$ cat config.mk
export PLATFORM = sky130hd
export DESIGN_NAME = unified_mem_arbiter
export DESIGN_NICKNAME = d
export VERILOG_FILES = /design/src/rtl/unified_mem_arbiter.sv
export SDC_FILE = /design/constraint.sdc
export NUM_CORES = 1
export LEC_CHECK = 0
export ABC_CLOCK_PERIOD_IN_PS = 1700
export CAP_MARGIN = 30
export CORE_ASPECT_RATIO = 0.6
export CORE_MARGIN = 4
export CORE_UTILIZATION = 25
export DETAILED_ROUTE_END_ITERATION = 12
export DONT_BUFFER_PORTS = 1
export PLACE_DENSITY = 0.46
export SLEW_MARGIN = 20
export SYNTH_ARGS = -nofsm -noshare
export SYNTH_HDL_FRONTEND = slang
export SYNTH_SLANG_ARGS = --single-unit
$ cat constraint.sdc
create_clock -name CLK -period 1.7 [get_ports CLK]
set_clock_uncertainty 0.1 [all_clocks]
set_input_delay 0.17 -clock CLK [delete_from_list [all_inputs] [get_ports CLK]]
set_output_delay 0.17 -clock CLK [all_outputs]
set_load 0.02 [all_outputs]
$ cat src/rtl/unified_mem_arbiter.sv
// Shared single-port memory arbiter for the Fetch (I) and Memory (D) pipeline ports.
// Each access runs IDLE -> ISSUE -> WAIT -> RESP -> IDLE. StallF/StallM are held until the
// owner's Ack. D normally wins. I wins once it has waited STARVE_LIM cycles.
//
// state    | meaning
// ---------+---------------------------------------------------------------
// ST_IDLE  | arbitrate; latch winner's address/we/wdata into the Mem* regs
// ST_ISSUE | MemEn high for exactly one cycle
// ST_WAIT  | count down remaining memory latency (absent when MEM_LAT=1)
// ST_RESP  | pulse owner's Ack, forward MemRData (0 for writes)
module unified_mem_arbiter #(
   parameter int AWL        = 6,
   parameter int DWL        = 32,
   parameter int MEM_LAT    = 2,
   parameter int STARVE_LIM = 4
) (
   input  logic           CLK,
   input  logic           RST,
   input  logic           IReq,
   input  logic [AWL-1:0] IAddr,
   output logic           IAck,
   output logic [DWL-1:0] IRData,
   input  logic           DReq,
   input  logic           DWE,
   input  logic [AWL-1:0] DAddr,
   input  logic [DWL-1:0] DWData,
   output logic           DAck,
   output logic [DWL-1:0] DRData,
   output logic           MemEn,
   output logic           MemWE,
   output logic [AWL-1:0] MemAddr,
   output logic [DWL-1:0] MemWData,
   input  logic [DWL-1:0] MemRData,
   output logic           StallF,
   output logic           StallM,
   output logic           Busy
);

   typedef enum logic [1:0] {ST_IDLE, ST_ISSUE, ST_WAIT, ST_RESP} state_t;

   // wait_cnt is loaded with MEM_LAT-2 so WAIT lasts MEM_LAT-1 cycles.
   localparam int WAIT_LD = (MEM_LAT >= 2) ? MEM_LAT - 2 : 0;
   localparam int CW      = (MEM_LAT > 2) ? $clog2(MEM_LAT - 1) : 1;
   localparam int IWW     = $clog2(STARVE_LIM + 1);

   state_t         state, state_nxt;
   logic [CW-1:0]  wait_cnt;
   logic [IWW-1:0] iwait;
   logic           owner_i;
   logic           owner_we;
   logic           req_any;
   logic           grant_i;

   assign req_any = IReq | DReq;
   assign grant_i = IReq && (!DReq || (iwait >= IWW'(STARVE_LIM)));

   // State register.
   always_ff @(posedge CLK) begin
      if (RST) state <= ST_IDLE;
      else     state <= state_nxt;
   end

   // Next-state decode and Ack/read-data steering to the owning port.
   always_comb begin
      state_nxt = state;
      IAck      = 1'b0;
      DAck      = 1'b0;
      IRData    = '0;
      DRData    = '0;
      case (state)
         ST_IDLE:  if (req_any) state_nxt = ST_ISSUE;
         ST_ISSUE: state_nxt = (MEM_LAT == 1) ? ST_RESP : ST_WAIT;
         ST_WAIT:  if (wait_cnt == '0) state_nxt = ST_RESP;
         ST_RESP: begin
            state_nxt = ST_IDLE;
            if (owner_i) begin
               IAck   = 1'b1;
               IRData = MemRData;
            end else begin
               DAck   = 1'b1;
               DRData = owner_we ? '0 : MemRData;
            end
         end
         default:  state_nxt = ST_IDLE;
      endcase
   end

   // Grant latch, one-cycle memory strobe and latency down-counter.
   always_ff @(posedge CLK) begin
      if (RST) begin
         owner_i  <= 1'b0;
         owner_we <= 1'b0;
         MemEn    <= 1'b0;
         MemWE    <= 1'b0;
         MemAddr  <= '0;
         MemWData <= '0;
         wait_cnt <= '0;
      end else begin
         MemEn <= 1'b0;
         MemWE <= 1'b0;
         if (state == ST_IDLE && req_any) begin
            owner_i  <= grant_i;
            owner_we <= !grant_i && DWE;
            MemEn    <= 1'b1;
            MemWE    <= !grant_i && DWE;
            MemAddr  <= grant_i ? IAddr : DAddr;
            MemWData <= grant_i ? '0 : DWData;
         end
         if (state == ST_ISSUE)     wait_cnt <= CW'(WAIT_LD);
         else if (state == ST_WAIT) wait_cnt <= wait_cnt - CW'(1);
      end
   end

   // I-port starvation counter; counts while I is requesting but not being served.
   always_ff @(posedge CLK) begin
      if (RST || !IReq)
         iwait <= '0;
      else if (state == ST_IDLE && grant_i)
         iwait <= '0;
      else if ((state == ST_IDLE || !owner_i) && (iwait < IWW'(STARVE_LIM)))
         iwait <= iwait + IWW'(1);
   end

   assign StallF = IReq && !IAck;
   assign StallM = DReq && !DAck;
   assign Busy   = (state != ST_IDLE);

endmodule

==> results of run 1 <==
sequential cells by signal, indices dropped and copies added (netlist names):
signal    flops
wait_cnt      1
owner_i       1
MemAddr       6
MemWData     32
MemWE         1
state         2
iwait         3
MemEn         1
owner_we      1
power by group through the flow:
stage          clock network (W)  registers [W]  logic [W]
6_report                 0.00111        0.00184    0.00137
5_1_grt                  0.00119        0.00187    0.00150
4_1_cts                  0.00115        0.00183    0.00136
3_5_place_dp                   0        0.00184    0.00123
3_3_place_gp                   0        0.00185    0.00121
2_1_floorplan                  0        0.00178    0.00101
worst min path at each step:
| stage | endpoint |
|---|---|
| floorplan | MemWE$_SDFF_PP0_ |
| global placement | MemAddr[1]$_SDFFE_PP0P_ |
| detailed placement | state[0]$_SDFFE_PP0P_ |
| CTS | state[0]$_SDFFE_PP0P_ |
| global route | state[0]$_SDFFE_PP0P_ |
| finish | state[0]$_SDFFE_PP0P_ |
area by class of cell:
type | instances | area [µm²] | share of cell area, %
inverters | 5 | 18.8 | 0.600
repair buffers | 59 | 604 | 19.3
well taps | 112 | 140 | 4.48
clock buffers | 6 | 129 | 4.12
flip-flops and latches | 48 | 968 | 30.9
clock inverters | 2 | 35.0 | 1.12
multi-input cells | 163 | 1230 | 39.4
worst max-delay path, cell delays in order (launching register included):
cell and delay [ns]:
dfxtp_4 0.37, ha_4 0.16, nand2b_4 0.07, nor2_4 0.10
buf_12 0.16, and2_2 0.22
cells in the final DEF, fill, tap and decap left out, types with 2 or more instances in the layout:
cell type       n
a22o_1         34
dfxtp_4         2
ha_1            4
nand2b_1        4
buf_4           7
buf_12          3
a211oi_1        2
nor2_1         10
and2_4          4
clkbuf_16       5
and2_2         29
a21oi_1         3
inv_1           5
nor2_4          2
nand3_1         6
dfxtp_1        46
o21ai_0         9
a311oi_1        6
and2_1          2
and3_2         11
and3_1         21
dlygate4sd3_1  48
kinds of logic after synthesis:
logic type / Yosys count / share of synthesized area (%)
AO/OA/AOI/OAI: 58 / 20.9
flip-flops: 48 / 42.5
adder cells (fa/ha/maj): 6 / 3.32
AND/OR/NAND/NOR: 97 / 25.7
multiplexers: 1 / 0.443
XOR/XNOR: 1 / 0.388
buffers and inverters: 25 / 6.75
per-stage QoR:
step,setup slack [ns],TNS (ns),hold WS [ns]
floorplan,0.148,0,0.192
global route,-0.0246,-0.538,0.184
detailed placement,0.143,0,0.148
CTS,0.00483,0,0.145
global placement,0.177,0,0.148
finish,0.0512,0,0.151
metal layers:
layer  track usage, %  part of all wire, %
met5                0                    0
met4             2.26                 0.54
met3             3.96                  6.8
met2             20.1                   47
met1             15.9                   46
what timing repair did:
| item | CTS | global route |
|---|---|---|
| gates cloned | 0 | 0 |
| pin swaps | 0 | 1 |
| setup endpoints to repair | 61 | 48 |
| hold buffers | 48 | 0 |
| endpoints found under the hold margin | 48 | 0 |
| setup buffers | 0 | 0 |
| gates resized for setup | 36 | 22 |
==> key figures, run 1 <==
Critical path
  • Worst Path Required: 1.43 ns
  • Reg2reg start: state[0]$_SDFFE_PP0P_
  • Critical path origin: state[0]$_SDFFE_PP0P_
  • Worst reg-to-reg path cell count: 6
  • Critical path launch point type: register
  • CP Class: register to primary output
  • CP endpoint kind: primary output
  • Worst setup path end: DRData[24]
  • Worst r2r dst: MemAddr[2]$_SDFFE_PP0P_
  • Crit Path Max Fanout: 32
  • Crit path arrival time: 1.38 ns
  • Reg2Reg Setup Slack: 0.12 ns

Clocking
  • Clock Tree Root: clkbuf_16
  • CTS tree: yes
  • CTS Buf Count: 5
  • Clock-pin slew on the worst setup and hold paths: 0.07 ns
  • CTS Buffer Depth: 2
  • Htree depth: 2
  • Clk Latency, worst-skew pair: 0.29 ns
  • CTS sink count: 48

STA
  • F_max: 606 MHz
  • RSZ-0062 raised after global routing: yes
  • Tmin final: 1.65 ns
  • Worst slew pin tran: 0.497 ns
  • Slew Viols, Final: 0
  • Final worst path period share: 97.0%
  • Worst slew margin: 66.7%
  • Final-report hold violation count: 0
  • Finish-stage setup viols: 0

Route
  • Routed wire length: 7090 µm
  • Routed WL per cell: 18.0 µm
  • 1st-pass router iterations: 4
  • DRT iter0 DRCs: 87
  • Vias: 1,969
  • Drt drc: 0
  • Routed vias/inst: 4.98
  • Post-route antenna net violation count: 0

Yosys
  • Dominant cell type by area after synthesis: dfxtp_1
  • Top cells by area, synth: dfxtp_1, a22o_1, and2_1
  • Ys async rst share: 0%
  • Synthesized area per cell: 9.57 µm²
  • Synth cell count leaders: dfxtp_1, and2_1, a22o_1
  • Synth unique cells: 31
  • Flip-flop and latch count after synthesis: 48
  • Syn_nets: 323
  • Syn Inst Count: 236
  • Most used DFF post-synth: dfxtp_1
  • Yosys warns: 0
  • Syn Std Cell Area: 0.00226 mm²
  • Number of enable flip-flop cells after synthesis: 0
  • Count leader, synth: dfxtp_1
  • Register area share after synthesis: 42.5%
  • Top cell type's share of synthesized area: 42.5%

Cells and area
  • Non-Filler Instances: 395
  • Share of cells above drive strength 1: 25.8%
  • Area Overhead vs Synth: 38.5%
  • Layout fillers: 866
  • Fin util: 36.2%
  • Post-layout nets: 369
  • Fin area: 0.00313 mm²
  • Antenna diodes: 0

Die
  • Die Area: 0.0107 mm²
  • FP Rows: 26
  • Top Ports: 190
  • Initial Utilization: 26.1%
  • Die height: 81.6 µm
  • Width of the die: 131 µm
  • Core Region: 0.00865 mm²

GRT
  • Largest net degree at the start of global routing: 37
  • Initial antenna violation count: 0
  • First-pass GRT wire length: 10,300 µm
  • Number of global-route vias before repair: 2,015
  • Gr usage total: 12.2%
  • Gr ovfl total: 0

Power
  • Flop pwr share: 42.6%
  • Logic pwr share: 31.7%
  • Pwr Total: 0.00432 W
  • PD cells: 1380 mW/mm²
  • Static Leak: 1.36 nW
  • Internal power: 0.00268 W
  • VDD IR max: 506 µV
  • Clock power frac: 25.8%
  • NetSw: 0.00165 W
  • Switching Fraction: 38.1%

Hold path
  • HP Class: input pin to register
  • Hold path cells: 3
  • Hold Crit Start: IReq

Placement
  • Dpl hpwl: 4790 µm
  • GPL Wtd Cong: 0.704
  • Inst Count DP: 339
  • Port bufs: 0
  • Placed cell areas: 0.00239 mm²

Run status
  • Status: completed

Flow run
  • Max_cap viols: 0
Power figures use the tool's default switching activity.
==> inputs of run 2 (changes only) <==
BUFFER_PORTS_ARGS = -buffer_cell sky130_fd_sc_hd__buf_2   (was unset)
DONT_BUFFER_PORTS = unset   (was 1)
PLACE_DENSITY = 0.64   (was 0.46)
==> key figures, run 2 (synthesis gave the netlist of run 1 again) <==
Run status
  • Status: complete, but fails checks (was completed)
  • Failing checks: setup timing

Placement
  • Placed cell areas: 0.00335 mm² (was 0.00239 mm²)
  • Port bufs: 189 (was 0)
  • GPL Wtd Cong: 0.798 (was 0.704)
  • Inst Count DP: 530 (was 339)
  • Dpl hpwl: 6200 µm (was 4790 µm)

Clocking
  • CTS tree: yes (unchanged)
  • Clock-pin slew on the worst setup and hold paths: 0.06 ns (was 0.07 ns)
  • Clk Latency, worst-skew pair: 0.28 ns (was 0.29 ns)
  • CTS Buffer Depth: 2 (unchanged)
  • CTS sink count: 48 (unchanged)
  • CTS Buf Count: 5 (unchanged)
  • Htree depth: 2 (unchanged)
  • Clock Tree Root: clkbuf_16 (unchanged)

STA
  • Finish-stage setup viols: 43 (was 0)
  • Final-report hold violation count: 0 (unchanged)
  • Worst slew pin tran: 0.397 ns (was 0.497 ns)
  • Slack of the critical path: -0.0598 ns (was 0.0512 ns)
  • Final worst path period share: 104% (was 97.0%)
  • F_max: 568 MHz (was 606 MHz)
  • Worst slew margin: 73.5% (was 66.7%)
  • Worst Hold Slack: 0.00468 ns (was 0.151 ns)
  • RSZ-0062 raised after global routing: yes (unchanged)
  • Slew Viols, Final: 0 (unchanged)
  • Tmin final: 1.76 ns (was 1.65 ns)

Cells and area
  • Fin util: 50.1% (was 36.2%)
  • Largest regs: MemWData: 32 flops, MemAddr: 6 flops, iwait: 3 flops (unchanged)
  • Max FFs per register: 32 (unchanged)
  • Post-layout nets: 546 (was 369)
  • Layout fillers: 799 (was 866)
  • Antenna diodes: 0 (unchanged)
  • Share of cells above drive strength 1: 59.9% (was 25.8%)
  • Non-Filler Instances: 571 (was 395)
  • Commonest cells after routing, fill and taps aside: buf_2, dfxtp_1, buf_6 (was dlygate4sd3_1, dfxtp_1, a22o_1)
  • Fin area: 0.00433 mm² (was 0.00313 mm²)
  • Area Overhead vs Synth: 91.7% (was 38.5%)
  • Commonest non-fill, non-tap cell in the layout: buf_2 (was dlygate4sd3_1)
  • Top reg by flops: MemWData (unchanged)

Power
  • VDD IR max: 552 µV (was 506 µV)
  • Static Leak: 2.31 nW (was 1.36 nW)
  • Pwr Total: 0.00520 W (was 0.00432 W)
  • PD cells: 1200 mW/mm² (was 1380 mW/mm²)

Critical path
  • Max stage delay cell, worst path: dfxtp_4 (unchanged)
  • CP endpoint kind: primary output (unchanged)
  • Critical path launch point type: register (unchanged)
  • CP Class: register to primary output (unchanged)
  • Worst setup path end: DRData[13] (was DRData[24])
  • Most common cell on crit path: buf_6
  • Critical path origin: state[0]$_SDFFE_PP0P_ (unchanged)
  • Reg2reg start: state[1]$_SDFFE_PP0P_ (was state[0]$_SDFFE_PP0P_)
  • Worst-path cell chain: ha_4 > nand2b_4 > nor2_4 > buf_6 > buf_16 > and2_4 > buf_6 (was ha_4 > nand2b_4 > nor2_4 > buf_12 > and2_2)
  • Worst r2r dst: MemWData[25]$_SDFFE_PP0P_ (was MemAddr[2]$_SDFFE_PP0P_)
  • Reg2Reg Setup Slack: -0.02 ns (was 0.12 ns)
  • Worst Path Required: 1.43 ns (about the same)
  • Critical path's largest stage delay: 0.36 ns (was 0.37 ns)
  • Crit path arrival time: 1.49 ns (was 1.38 ns)
  • Worst reg-to-reg path cell count: 9 (was 6)
  • Crit Path Max Fanout: 8 (was 32)

Die
  • Core Region: 0.00865 mm² (unchanged)
  • Width of the die: 131 µm (unchanged)
  • Initial Utilization: 26.1% (unchanged)
  • Die height: 81.6 µm (unchanged)
  • FP Rows: 26 (unchanged)
  • Top Ports: 190 (unchanged)
  • Die Area: 0.0107 mm² (unchanged)

Route
  • Routed vias/inst: 4.80 (was 4.98)
  • Routed WL per cell: 16.9 µm (was 18.0 µm)
  • 1st-pass router iterations: 4 (unchanged)
  • Post-route antenna net violation count: 0 (unchanged)
  • Vias: 2,741 (was 1,969)
  • Drt drc: 0 (unchanged)
  • Routed wire length: 9630 µm (was 7090 µm)
  • DRT iter0 DRCs: 89 (was 87)

GRT
  • Gr usage total: 15.8% (was 12.2%)
  • Number of global-route vias before repair: 2,560 (was 2,015)
  • Initial antenna violation count: 0 (unchanged)
  • Gr ovfl total: 0 (unchanged)
  • Largest net degree at the start of global routing: 35 (was 37)
  • First-pass GRT wire length: 13,400 µm (was 10,300 µm)

Flow run
  • Max_cap viols: 0 (unchanged)

Hold path
  • HP Class: input pin to register (unchanged)
==> run 2: cell types whose count changed in the layout (fill, tap and decap cells not counted), sizes merged <==
cell         previous run  this run
bufinv                  1         0
dlygate4sd3            48        18
buf                    11       214
clkbuf                  6        10
==> run 2: worst max-delay path, delay by kind of cell (launching register included) <==
kind                       cells  cell delay (ns)
adders and majority gates      1             0.14
buffers and inverters          3             0.38
DFF                            1             0.36
and+or+nand+nor                3             0.32
==> run 2: area by class of cell <==
cell class,count,area (µm²),share of cell area [%]
clock inverter,1,8.76,0.202
sequential,48,970,22.4
clock buffer,6,139,3.21
inverter,5,21.3,0.491
multi-input combinational,163,1290,29.7
timing repair buffer,236,1770,40.8
tap,112,140,3.24
==> run 2: what timing repair did <==
| action | 4_1_cts | 5_1_grt |
|---|---|---|
| endpoints found under the hold margin | 16 | 2 |
| setup buffers | 7 | 4 |
| gates resized for setup | 122 | 19 |
| pin swaps | 27 | 4 |
| endpoints found under the setup margin | 66 | 106 |
| hold buffers | 16 | 2 |
| cloned | 3 | 6 |
==> run 2: worst min path at each step <==
| stage | start | to | slack, ns | depth (start not counted) |
|---|---|---|---|---|
| 6_report | DWData[22] | MemWData[22]$_SDFFE_PP0P_ | 0.005 | 2 |
| 5_1_grt | DWData[8] | MemWData[8]$_SDFFE_PP0P_ | -0.0002 | 2 |
| 4_1_cts | DWData[6] | MemWData[6]$_SDFFE_PP0P_ | 0.0004 | 2 |
| 3_5_place_dp | DWData[31] | MemWData[31]$_SDFFE_PP0P_ | 0.29 | 2 |
| 3_3_place_gp | DWData[19] | MemWData[19]$_SDFFE_PP0P_ | 0.28 | 2 |
| 2_1_floorplan | DWE | MemWE$_SDFF_PP0_ | 0.19 | 1 |
==> run 2: through the flow <==
stage,setup TNS (ns),setup WS [ns]
final,-1.32,-0.0598
after global routing,-6.25,-0.120
after CTS,-2.00,-0.0723
after detailed placement,0,0.0819
after global placement,0,0.105
after floorplan,0,0.148
==> run 2: routing by layer <==
layer  wire [µm]  vias to the layer above  global-route usage [%]
met4         126                        0                    2.57
li1            -                     1293                       -
met5           0                        -                       0
met3         580                       20                    4.55
met1        4340                     1323                    20.4
met2        4580                      105                    26.7
==> run 2: power breakdown <==
part	switching [W]	internal, W
Combinational	0.00139	0.00129
Clock	0.000404	0.000579
Sequential	0.000145	0.00139
